File: src/rtl/instruction_fetch_unit.sv
// MIPS fetch stage: PC register, next-PC selection and the IF/ID register.
// Drives the async-read instruction memory and latches its word each edge.
module instruction_fetch_unit #(
    parameter logic [31:0] RESET_PC = 32'h0000_0000,
    parameter logic [31:0] NOP_WORD = 32'h0000_0000
) (
    input  logic        Clk,
    input  logic        Reset,
    input  logic        Stall,
    input  logic        Flush,
    input  logic        BranchTaken,
    input  logic [31:0] BranchTarget,
    input  logic        Jump,
    input  logic [31:0] JumpTarget,
    input  logic [31:0] Instruction,
    output logic [31:0] PCAddress,
    output logic [31:0] IFID_Instruction,
    output logic [31:0] IFID_PCPlus4,
    output logic        IFID_Valid,
    output logic [31:0] FetchCount
);

    typedef enum logic {
        RESET_HOLD,
        RUN
    } state_t;

    typedef struct packed {
        logic [31:0] instr;
        logic [31:0] pc4;
        logic        valid;
    } if_id_t;

    state_t      state_q, state_d;
    logic [31:0] pc_q, pc_d;
    logic [31:0] cnt_q, cnt_d;
    if_id_t      ifid_q, ifid_d;

    logic [31:0] pc_plus4;
    logic        redirect;

    assign pc_plus4 = pc_q + 32'd4;
    assign redirect = BranchTaken | Jump;

    always_comb begin
        state_d = state_q;
        pc_d    = pc_q;
        ifid_d  = ifid_q;
        cnt_d   = cnt_q;
        unique case (state_q)
            RESET_HOLD: state_d = RUN;
            RUN: begin
                // Branch is the older instruction, so it outranks jump.
                if (BranchTaken)
                    pc_d = {BranchTarget[31:2], 2'b00};
                else if (Jump)
                    pc_d = {JumpTarget[31:2], 2'b00};
                else if (!Stall)
                    pc_d = pc_plus4;

                if (Flush || redirect) begin
                    ifid_d = '{instr: NOP_WORD, pc4: 32'd0, valid: 1'b0};
                end else if (!Stall) begin
                    ifid_d = '{instr: Instruction, pc4: pc_plus4, valid: 1'b1};
                    cnt_d  = cnt_q + 32'd1;
                end
            end
        endcase
    end

    always_ff @(posedge Clk or posedge Reset) begin
        if (Reset) begin
            state_q <= RESET_HOLD;
            pc_q    <= RESET_PC;
            ifid_q  <= '0;
            cnt_q   <= '0;
        end else begin
            state_q <= state_d;
            pc_q    <= pc_d;
            ifid_q  <= ifid_d;
            cnt_q   <= cnt_d;
        end
    end

    assign PCAddress        = pc_q;
    assign IFID_Instruction = ifid_q.instr;
    assign IFID_PCPlus4     = ifid_q.pc4;
    assign IFID_Valid       = ifid_q.valid;
    assign FetchCount       = cnt_q;

endmodule

File: config.mk
export PLATFORM = sky130hd
export DESIGN_NAME = instruction_fetch_unit
export DESIGN_NICKNAME = d
export VERILOG_FILES = /design/src/rtl/instruction_fetch_unit.sv
export SDC_FILE = /design/constraint.sdc
export NUM_CORES = 1
export LEC_CHECK = 0
export BUFFER_PORTS_ARGS = -buffer_cell sky130_fd_sc_hd__buf_2
export CAP_MARGIN = 20
export CORE_MARGIN = 3
export CORE_UTILIZATION = 54
export CTS_CLUSTER_SIZE = 20
export DETAILED_ROUTE_END_ITERATION = 6
export PLACE_DENSITY = 0.87
export SLEW_MARGIN = 0
export SYNTH_ARGS = -nofsm -noshare
export SYNTH_HDL_FRONTEND = slang
export SYNTH_SLANG_ARGS = --single-unit
File: constraint.sdc
create_clock -name Clk -period 7.4 [get_ports Clk]
set_input_delay 1.48 -clock Clk [delete_from_list [all_inputs] [get_ports Clk]]
set_output_delay 1.48 -clock Clk [all_outputs]
set_load 0.005 [all_outputs]
==> impl_results.md, run 1 <==
* Setup WS pre-CTS at about 3.6 ns
* Avg Cell Area, Syn at ~10 um^2
* Global-route wire length before repair at 29600 um
* DP Area at 7340 um^2
* Drc violations at 0
* PortBufs at between 200 and 250
* Pwr Density at 248 nW/um^2
* Worst-path clk slew at approximately 0.05 ns
* Largest net degree at the start of global routing at 72
* Syn-to-layout area delta at 29.4%
* Core area at 11000 um^2
* Vias per cell at 6.00
* Async SR Flop Fraction at 100%
* Fmax at 295 MHz
* Hold Crit Depth at 2
* DR WL/cell at about 19 um
* Die extent in y at 113 um
* Worst hold path class: flip-flop to flip-flop
* Tot GR Track Use at about 29%
* Rel. slew slack at 35.5%
* Hold buffers post-CTS at 0
* Share of post-route cells with drive strength above 1 at 33.4%
* H-tree levels at 4
* Crit path DAT at between 3 and 4 ns
* Top-area cell type share of the netlist area at 51.3%
* Initial antenna violation count at 0
* DR pass1 iterations at 5
* Leak at 4.08 nW
* Total Power at 0.00199 W
* Crit Path Max Fanout at around 40
* DRT Wirelength at 18400 um
* Horiz. Die Dim at 113 um
* Post-route ant nets at 0
* Worst reg2reg startpoint: state_q$_DFF_PP0_
* Worst hold margin at roughly 0.47 ns
* Top FF cell, synth: dfrtp_1
* Diodes inserted at 0
* Main area contributors after synthesis: dfrtp_1 (51%), xnor2_1 (5.8%), a22o_1 (5.7%)
* HPWL after DPL at around 13000 um
* Post-CTS Resized at 0
* Max-cap violations at 0
* Seq/Total Area, Yosys at 51.3%
* Ys Warns at 0
* Final Setup Violations at 0
* Tcrit/Tclk final at 45.7%
* Cell Area, Synth at roughly 6200 um^2
* # clock sinks at 127
* Initial Utilization at 56.1%
* DRT iter0 DRCs at 635
* Final Hold Violating Endpoints at 0
* Placer Congestion at 0.890
* CTS root buffer: clkbuf_16
* Sequential standard cell area at 3180 um^2
* Fill cell instance count of the final layout at 798
* Worst skew pair latency at 0.42 ns
* Vias in the first global route at about 5700
* FP Rows at 38
* WS Path Type: input port to flip-flop
* Status: finished clean
* Worst setup slack after layout at 4.02 ns
* RSZ-0062 raised after global routing: no
* Critical Path End Type: flip-flop
* DR vias at 5798
* Final instance area at 8010 um^2
* CTS buffer count at 17
* Startpoint Class: input port
* IR drop worst, VDD at just over 0.2 mV
* CTS tree: yes
* Postcts setup bufs at 0
* # IOs at 231
* Worst Skew at 0.00732 ns
* CP required at 7.69 ns
* Flops & latches, synth at 127
* Distinct cells, synth at between 50 and 60
* Setup TNS at 0 ns
* Mapped Cells at 610
* Yosys top cell by area: dfrtp_1
* Clock buffer depth at 2
* Post-synth EDFFs at 0
* Worst-margin pin slew at 0.965 ns
* Footprint of the multi-input gates at approximately 2800 um^2
* Die area at 12800 um^2
* Grt ovf at 0
* Worst Reg2Reg Path Length in Cells at 5
* Min Tclk post-route at 3.38 ns
* Fin nets at 917
* Hold EP: IFID_PCPlus4[10]$_DFFE_PP0P_
* Final number of max-transition violations at 0
* Flop2flop setup slack at 4.73 ns
* Min-delay src: IFID_PCPlus4[10]$_DFFE_PP0P_
* FF-to-FF End: FetchCount[30]$_DFFE_PP0P_
[kinds of logic after synthesis]
family	share of synthesized area, %
adders and majority gates	0.404
AOI/OAI and AO/OA	18.3
muxes	0.323
DFF	51.3
other	0.121
and+or+nand+nor	17.4
xor gates and xnor gates	8.07
buffers and inverters	4.00
[worst max-delay path by stage]
stage,start,slack [ns],end
CTS,BranchTaken,4.04,FetchCount[30]$_DFFE_PP0P_
global placement,BranchTaken,3.68,FetchCount[28]$_DFFE_PP0P_
detailed placement,BranchTaken,3.63,FetchCount[3]$_DFFE_PP0P_
floorplan,Reset,2.54,FetchCount[0]$_DFFE_PP0P_
global route,BranchTaken,3.84,FetchCount[3]$_DFFE_PP0P_
finish,BranchTaken,4.02,FetchCount[30]$_DFFE_PP0P_
[worst max-delay path, cell delays in order]
cell and delay [ns]:
buf_2 0.35, or4b_1 0.82, nor4_4 0.40, and3_1 0.37
nand2_1 0.12, xnor2_1 0.14
[state kept, by name, summed over array words and instances (netlist names)]
signal,flops
FetchCount,32
IFID_Instruction,32
IFID_PCPlus4,31
PCAddress,30
IFID_Valid,1
state_q,1
[synthesized netlist by cell type, drive strengths merged (7+ instances only)]
| cell | n |
|---|---|
| a21oi | 24 |
| a221o | 7 |
| a22o | 40 |
| a22oi | 7 |
| and3 | 19 |
| and4 | 9 |
| buf | 15 |
| clkbuf | 30 |
| dfrtp | 127 |
| inv | 12 |
| nand2 | 68 |
| nand3 | 27 |
| nand4 | 16 |
| nor2 | 23 |
| o21ai | 46 |
| o22ai | 7 |
| xnor2 | 41 |
| xor2 | 16 |
[where the power goes]
group | switching (W) | leakage, nW | internal, W
logic | 0.000128 | 2.05 | 0.000108
registers | 0.0000671 | 1.70 | 0.000735
clock network | 0.000305 | 0.330 | 0.000646
[metal layers]
layer  part of all wire, %  GRT usage [%]  up-vias  wire length [um]
met5                     0              0        -                 0
met4                   2.4           11.6        0               436
met3                   9.8           6.42       45              1810
met2                    48           46.2      387              8830
met1                    40           39.1     2760              7340
li1                      -              -     2606                 -
[area by class of cell]
class / count / area share [%]
Sequential cell: 127 / 39.7
Multi-Input combinational cell: 427 / 34.8
Timing Repair Buffer: 228 / 14.4
Clock buffer: 20 / 5.70
Clock inverter: 12 / 2.66
Tap cell: 140 / 2.19
Inverter: 12 / 0.593
[stage by stage]
stage	std cells	util (%)
floorplan	611	-
global placement	934	66.6
detailed placement	934	66.6
CTS	966	72.6
global route	966	72.6
finish	966	72.6
[cells in the final DEF (no fill, tap or decap), drive strengths merged, types with 3 or more instances in the layout]
master    n
nand2    68
xor2     16
xnor2    41
o31a      5
a22oi     7
nor3      5
clkinv    5
clkbuf   20
or2       6
dfrtp   127
o211ai    6
a31oi     3
nor4      6
inv      12
o21ai    46
o22ai     7
and2      6
nand2b    5
a221o     7
a22o     40
and4      9
conb      3
a21oi    24
o21a      3
nor2     23
bufinv    6
nand3    27
buf     228
o311ai    3
nand4    16
and3     19
Power figures use the tool's default switching activity.
==> run 2, diff against run 1 <==
--- a/config.mk
+++ b/config.mk
@@ -5,13 +5,14 @@
 export SDC_FILE = /design/constraint.sdc
 export NUM_CORES = 1
 export LEC_CHECK = 0
+export ABC_AREA = 1
 export BUFFER_PORTS_ARGS = -buffer_cell sky130_fd_sc_hd__buf_2
 export CAP_MARGIN = 20
 export CORE_MARGIN = 3
-export CORE_UTILIZATION = 54
+export CORE_UTILIZATION = 51
 export CTS_CLUSTER_SIZE = 20
 export DETAILED_ROUTE_END_ITERATION = 6
-export PLACE_DENSITY = 0.87
+export PLACE_DENSITY = 0.81
 export SLEW_MARGIN = 0
 export SYNTH_ARGS = -nofsm -noshare
 export SYNTH_HDL_FRONTEND = slang
==> constraint.sdc (replaced) <==
create_clock -name Clk -period 3.25 [get_ports Clk]
set_input_delay 0.65 -clock Clk [delete_from_list [all_inputs] [get_ports Clk]]
set_output_delay 0.65 -clock Clk [all_outputs]
set_load 0.005 [all_outputs]
==> impl_results.md, run 2 <==
* Async SR Flop Fraction at 100% (unchanged)
* Clk pwr share at 46.0% (-1.8 points)
* Ys Warns at 0 (unchanged)
* Worst Skew at 0.00723 ns (-0.0000908 ns)
* Rel. slew slack at 53.2% (+18 points)
* Worst skew pair latency at 0.42 ns (about the same)
* Fmax at 502 MHz
* Top FF cell, synth: dfrtp_1
* Crit Path Max Fanout at 6 (-85%)
* Min Tclk post-route at 1.99 ns
* Most frequent cells in the layout: buf_2 (224), nand2_1 (200), nor2_1 (133), dfrtp_1 (127), a21oi_1 (63)
* CTS tree: yes
* Met1 usage at 36.4% (-2.6 points)
* Final number of max-transition violations at 0 (unchanged)
* M3 GR Usage at 7.02% (+0.60 points)
* HPWL after DPL at 14300 um (+13%)
* CP required at 3.60 ns (-4.09 ns)
* Postcts setup bufs at 0 (unchanged)
* FP Rows at 41 (+7.9%)
* Finished Layout Cells at 1245 (+29%)
* Avg Cell Area, Syn at 7.94 um^2 (-22%)
* Commonest non-fill, non-tap cell in the layout: buf_2
* Crit path DAT at 2.34 ns (-1.34 ns)
* Comb power frac at 13.7% (+1.9 points)
* Count leader, synth: nand2_1
* Crit path cell chain: ha_1, nand2_1, nor2_2, nand2_1, nor2_1, nand3_1, nand3_1, nand2_1, a21oi_1
* Mapped Cells at 840 (+38%)
* GRT busiest layer: met2
* Critical Path Most Common Cell: nand2_1
* Global-route wire length before repair at 32000 um (+8.1%)
* Initial Utilization at 52.4% (-3.7 points)
* Tot GR Track Use at 27.6% (-1.4 points)
* Sw Ratio at 27.8% (+2.7 points)
* Internal power component at 0.00324 W (+120%)
* Initial antenna violation count at 4 (+4)
* Top Family by Delay on Critical Path: simple AND/OR/NAND/NOR gates
* Final Setup Violations at 0 (unchanged)
* CTS buffer count at 17 (unchanged)
* DR vias at 6693 (+15%)
* Crit path max-delay cell type: dfrtp_1
* # clock sinks at 127 (unchanged)
* Vias per cell at 5.38 (-10%)
* Post-CTS Resized at 0 (unchanged)
* Syn-to-layout area delta at 29.0%
* Leak at 4.66 nW (+14%)
* Diodes inserted at 0 (unchanged)
* Startpoint Class: flip-flop
* Setup TNS at 0 ns (unchanged)
* Worst-margin pin slew at 0.701 ns (-0.264 ns)
* Status: finished clean
* Clock buffer depth at 2 (unchanged)
* Hold buffers post-CTS at 0 (unchanged)
* Drc violations at 0 (unchanged)
* Tcrit/Tclk final at 61.3%
* Largest net degree at the start of global routing at 100 (+39%)
* Yosys top cell by area: dfrtp_1
* Core area at 12700 um^2 (+15%)
* Cell Area, Synth at 6670 um^2 (+7.8%)
* Synth cell count leaders: nand2_1 (200), nor2_1 (133), dfrtp_1 (127)
* Flops & latches, synth at 127 (unchanged)
* PortBufs at 224 (unchanged)
* Final Hold Violating Endpoints at 0 (unchanged)
* Dpl cells at 1213 (+30%)
* IR drop worst, VDD at 0.351 mV (+70%)
* CP bufs+invs at 0 (-1)
* Fin nets at 1164 (+27%)
* Worst-path clk slew at 0.06 ns (about the same)
* Max-cap violations at 0 (unchanged)
* Placer Congestion at 0.951 (+6.9%)
* Largest stage delay on the critical path at 0.48 ns (-0.34 ns)
* CTS root buffer: clkbuf_16
* Die area at 14500 um^2 (+13%)
* Top-area cell type share of the netlist area at 47.6% (-3.7 points)
* Main area contributors after synthesis: dfrtp_1 (48%), nand2_1 (11%), nor2_1 (7.5%)
* Post-route ant nets at 0 (unchanged)
* DRT Wirelength at 19700 um (+7.1%)
* H-tree levels at 4 (unchanged)
* RSZ-0062 raised after global routing: no
* Part of the power in registers at 40.3% (about the same)
* Critical Path End Type: flip-flop
* Die extent in y at 120 um (+6.5%)
* # IOs at 231 (unchanged)
* Share of post-route cells with drive strength above 1 at 26.7% (-6.7 points)
* DR pass1 iterations at 5 (unchanged)
* Worst hold path class: input port to asynchronous set/reset pin
* DRT iter0 DRCs at 635 (unchanged)
* Post-synth EDFFs at 0 (unchanged)
* Psw at 0.00125 W (+150%)
* Pwr Density at 522 nW/um^2 (+110%)
* DR WL/cell at 15.8 um (-17%)
* Grt met2 use at 44.4% (-1.8 points)
* Seq/Total Area, Yosys at 47.6% (-3.7 points)
* Vias in the first global route at 6371 (+12%)
* Horiz. Die Dim at 120 um (+6.5%)
* Distinct cells, synth at 37 (-37%)
* Grt ovf at 0 (unchanged)
* WS Path Type: flip-flop to flip-flop
## run 2: changes by cell type in the layout (fill, tap and decap cells not counted), sizes merged, moves of 7 or more
cell / change
nand2: +133
inv: +55
nor2: +122
and4: -9
and3: -19
a221o: -7
nand3: +22
a21oi: +41
a21o: +14
o21ai: -21
xnor2: -28
## run 2: kinds of logic (layout without fill, tap and decap cells)
family / Yosys count / after routing / share of synthesized area (%)
flops: 127 / 127 / 47.6
xor+xnor: 24 / 24 / 3.15
simple gates: 423 / 423 / 26.8
compound gates: 164 / 164 / 16.0
buf+inv: 98 / 330 / 5.93
other cells: 2 / 3 / 0.113
fa+ha+maj: 2 / 2 / 0.375
## run 2: worst reg2reg max path: stages, from the launching register on
cell     delay [ns]
dfrtp_1        0.48
ha_1           0.25
nand2_1        0.08
nor2_2         0.16
nand2_1        0.19
nor2_1         0.29
nand3_1        0.17
nand3_1        0.13
nand2_1        0.06
a21oi_1        0.12
## run 2: final timing paths
| kind | cells past startpoint | to | slack [ns] | start |
|---|---|---|---|---|
| setup / recovery | 9 | PCAddress[30]$_DFFE_PP0P_ | 1.26 | PCAddress[2]$_DFFE_PP0P_ |
| hold / removal | 3 | IFID_PCPlus4[12]$_DFFE_PP0P_ | 0.35 | Reset |
| min in group Clk | 2 | IFID_Instruction[0]$_DFFE_PP0P_ | 0.46 | Instruction[0] |
| max in group asynchronous | 3 | PCAddress[5]$_DFFE_PP0P_ | 2.46 | Reset |
| hold reg to reg | 1 | IFID_PCPlus4[12]$_DFFE_PP0P_ | 0.47 | IFID_PCPlus4[12]$_DFFE_PP0P_ |
| setup reg to reg | 9 | PCAddress[30]$_DFFE_PP0P_ | 1.26 | PCAddress[2]$_DFFE_PP0P_ |
## run 2: power groups by stage
stage               logic (W)  clock network, W  registers (W)
floorplan            0.000353                 0        0.00181
global placement     0.000602                 0        0.00183
detailed placement   0.000617                 0        0.00183
CTS                  0.000622           0.00209        0.00181
global route         0.000699           0.00215        0.00182
finish               0.000618           0.00207        0.00181
## run 2: metal layers
layer / share of wire [%] / wire length (um)
met3: 7.4 / 1450
met1: 42 / 8350
met5: 0.20 / 40
met4: 2.4 / 466
met2: 48 / 9410
## run 2: final cells by class
| type | count | area [um^2] |
|---|---|---|
| clock buffers | 18 | 439 |
| clock inverters | 14 | 206 |
| fillers | 1104 | 4120 |
| inverters | 64 | 244 |
| multi-input cells | 616 | 3110 |
| flip-flops and latches | 127 | 3180 |
| well taps | 172 | 215 |
| repair buffers | 234 | 1210 |
## run 2: stage by stage
| stage | hold slack, ns | utilization [%] | setup WS [ns] | total power, W | cell area (um^2) |
|---|---|---|---|---|---|
| global route | 0.390 | 67.6 | 1.09 | 0.00468 | 8600 |
| CTS | 0.361 | 67.6 | 1.30 | 0.00452 | 8600 |
| detailed placement | 0.460 | 62.6 | 0.953 | 0.00245 | 7960 |
| global placement | 0.455 | 62.6 | 0.986 | 0.00243 | 7960 |
| finish | 0.353 | 67.6 | 1.26 | 0.00449 | 8600 |
| floorplan | 0.474 | - | 1.03 | 0.00216 | 6680 |
==> run 3, diff against run 2 <==
==> constraint.sdc (replaced) <==
create_clock -name Clk -period 2.1 [get_ports Clk]
set_input_delay 0.42 -clock Clk [delete_from_list [all_inputs] [get_ports Clk]]
set_output_delay 0.42 -clock Clk [all_outputs]
set_load 0.005 [all_outputs]
==> impl_results.md, run 3 (same netlist as run 2, synthesis figures left out) <==
* Worst-path clk slew at 0.06 ns (about the same)
* Largest stage delay on the critical path at 0.44 ns (-0.04 ns)
* FF-to-FF End: PCAddress[30]$_DFFE_PP0P_
* Post-route ant nets at 0 (unchanged)
* GRT busiest layer: met2
* Worst reg2reg startpoint: PCAddress[2]$_DFFE_PP0P_
* HPWL after DPL at 14800 um (+3.4%)
* Tot GR Track Use at 27.7% (+0.071 points)
* Critical Path Most Common Cell: nand2_1
* Min-delay src: Instruction[10]
* CTS root buffer: clkbuf_16
* Worst Skew at 0.00693 ns (-0.000303 ns)
* FP Rows at 41 (unchanged)
* Clock buffer depth at 2 (unchanged)
* DRT iter0 DRCs at 506 (-20%)
* Final Hold Violating Endpoints at 0 (unchanged)
* PortBufs at 224 (unchanged)
* DRT Wirelength at 20000 um (+1.4%)
* Worst Reg2Reg Path Length in Cells at 9 (unchanged)
* Fin nets at 1170 (+0.52%)
* Tcrit/Tclk final at 91.8% (+30 points)
* Worst-margin pin slew at 0.587 ns (-0.113 ns)
* DR WL/cell at 16.0 um (+0.82%)
* Leak at 4.69 nW (+0.54%)
* Die area at 14500 um^2 (unchanged)
* M3 GR Usage at 6.92% (-0.094 points)
* Vias in the first global route at 6408 (+0.58%)
* Final number of max-transition violations at 0 (unchanged)
* Worst skew pair latency at 0.41 ns (about the same)
* IR drop worst, VDD at 0.558 mV (+59%)
* Pwr Density at 775 nW/um^2 (+49%)
* # clock sinks at 127 (unchanged)
* Rel. slew slack at 60.9% (+7.6 points)
* DR vias at 6716 (+0.34%)
* Post-CTS Resized at 0 (unchanged)
* CP required at 2.44 ns (-1.16 ns)
* Final Setup Violations at 0 (unchanged)
* Worst hold path class: input port to flip-flop
* CTS tree: yes
* Crit Path Max Fanout at 6 (unchanged)
* Most frequent cells in the layout: buf_2 (224), nand2_1 (200), nor2_1 (133), dfrtp_1 (127), a21oi_1 (63)
* Critical Path End Type: flip-flop
* Horiz. Die Dim at 120 um (unchanged)
* CTS buffer count at 17 (unchanged)
* Placer Congestion at 0.909 (-4.5%)
* Global-route wire length before repair at 31800 um (-0.56%)
* Met1 usage at 36.3% (-0.14 points)
* Crit path DAT at 2.26 ns (-0.08 ns)
* Hold EP: IFID_Instruction[10]$_DFFE_PP0P_
* Grt ovf at 0 (unchanged)
* Crit path cell chain: ha_1, nand2_1, nor2_2, nand2_1, nor2_1, nand3_1, nand3_1, nand2_1, a21oi_1
* H-tree levels at 4 (unchanged)
* Startpoint Class: flip-flop
* Postcts setup bufs at 0 (unchanged)
* RSZ-0062 raised after global routing: no
* Commonest non-fill, non-tap cell in the layout: buf_2
* Share of post-route cells with drive strength above 1 at 26.8% (+0.037 points)
* Largest net degree at the start of global routing at 58 (-42%)
* Worst hold margin at 0.235 ns (-0.118 ns)
* Fmax at 519 MHz (+3.4%)
* Setup TNS at 0 ns (unchanged)
* Grt met2 use at 44.1% (-0.28 points)
* Drc violations at 0 (unchanged)
* WS Path Type: flip-flop to flip-flop
* DR pass1 iterations at 5 (unchanged)
* Initial Utilization at 52.4% (unchanged)
* # IOs at 231 (unchanged)
* Min Tclk post-route at 1.93 ns (-0.0656 ns)
* Hold Crit Depth at 2
* Finished Layout Cells at 1252 (+0.56%)
* Syn-to-layout area delta at 29.7%
* Hold buffers post-CTS at 1 (+1)
* Vias per cell at 5.36 (-0.22%)
* Dpl cells at 1218 (+0.41%)
* Core area at 12700 um^2 (unchanged)
* Flop2flop setup slack at 0.17 ns (-1.08 ns)
* Initial antenna violation count at 3 (-1)
* Status: finished clean
* Crit path max-delay cell type: dfrtp_1
* Max-cap violations at 0 (unchanged)
* Die extent in y at 120 um (unchanged)
## run 3: changes by cell type in the layout (fill, tap and decap cells not counted), sizes merged
cell / previous run / this run
bufinv: 4 / 2
dlygate4sd3: 0 / 1
diode: 0 / 1
buf: 234 / 239
clkbuf: 18 / 24
inv: 67 / 64
clkinvlp: 4 / 3
## run 3: per-layer routing
layer  up-vias  wire length, um
met2       298             9490
met3        47             1700
met1      3131             8210
li1       3234                -
met5         -               28
met4         6              569
## run 3: how the worst max path moves through the flow
stage | start | to | slack (ns) | depth (start not counted)
4_1_cts | PCAddress[2]$_DFFE_PP0P_ | PCAddress[30]$_DFFE_PP0P_ | 0.19 | 9
5_1_grt | PCAddress[2]$_DFFE_PP0P_ | PCAddress[30]$_DFFE_PP0P_ | 0.02 | 9
2_1_floorplan | Reset | FetchCount[0]$_DFFE_PP0P_ | 0.11 | 1
6_report | PCAddress[2]$_DFFE_PP0P_ | PCAddress[30]$_DFFE_PP0P_ | 0.17 | 9
3_5_place_dp | Jump | FetchCount[23]$_DFFE_PP0P_ | 0.18 | 9
3_3_place_gp | Jump | FetchCount[23]$_DFFE_PP0P_ | 0.24 | 9
## run 3: per-stage QoR
| step | total power, W | utilization [%] | setup slack, ns | instance area (um^2) |
|---|---|---|---|---|
| after floorplan | 0.00334 | - | 0.113 | 6680 |
| after global placement | 0.00378 | 63.2 | 0.235 | 8050 |
| after detailed placement | 0.00381 | 63.2 | 0.181 | 8050 |
| after CTS | 0.00674 | 68.0 | 0.190 | 8650 |
| after global routing | 0.00699 | 68.0 | 0.0200 | 8650 |
| final | 0.00671 | 68.0 | 0.173 | 8650 |
## run 3: report_power, final
group,leakage [nW],internal (W),switching [W]
Sequential,1.66,0.00259,0.000206
Combinational,2.74,0.000402,0.000584
Clock,0.287,0.00187,0.00105
Total,4.69,0.00487,0.00184
## run 3: critical path, delay by kind of cell, from the launching register on
family / cells / cell delay (ns)
adders and majority gates: 1 / 0.25
AOI/OAI and AO/OA: 1 / 0.12
and+or+nand+nor: 7 / 1.03
DFF: 1 / 0.44
## run 3: cell type report
type | instances | area, um^2
clock inverter | 8 | 103
clock buffer | 24 | 492
fill | 1113 | 4070
multi-input combinational | 616 | 3110
tap | 172 | 215
timing repair buffer | 240 | 1310
inverter | 64 | 244
antenna | 1 | 2.50
sequential | 127 | 3180
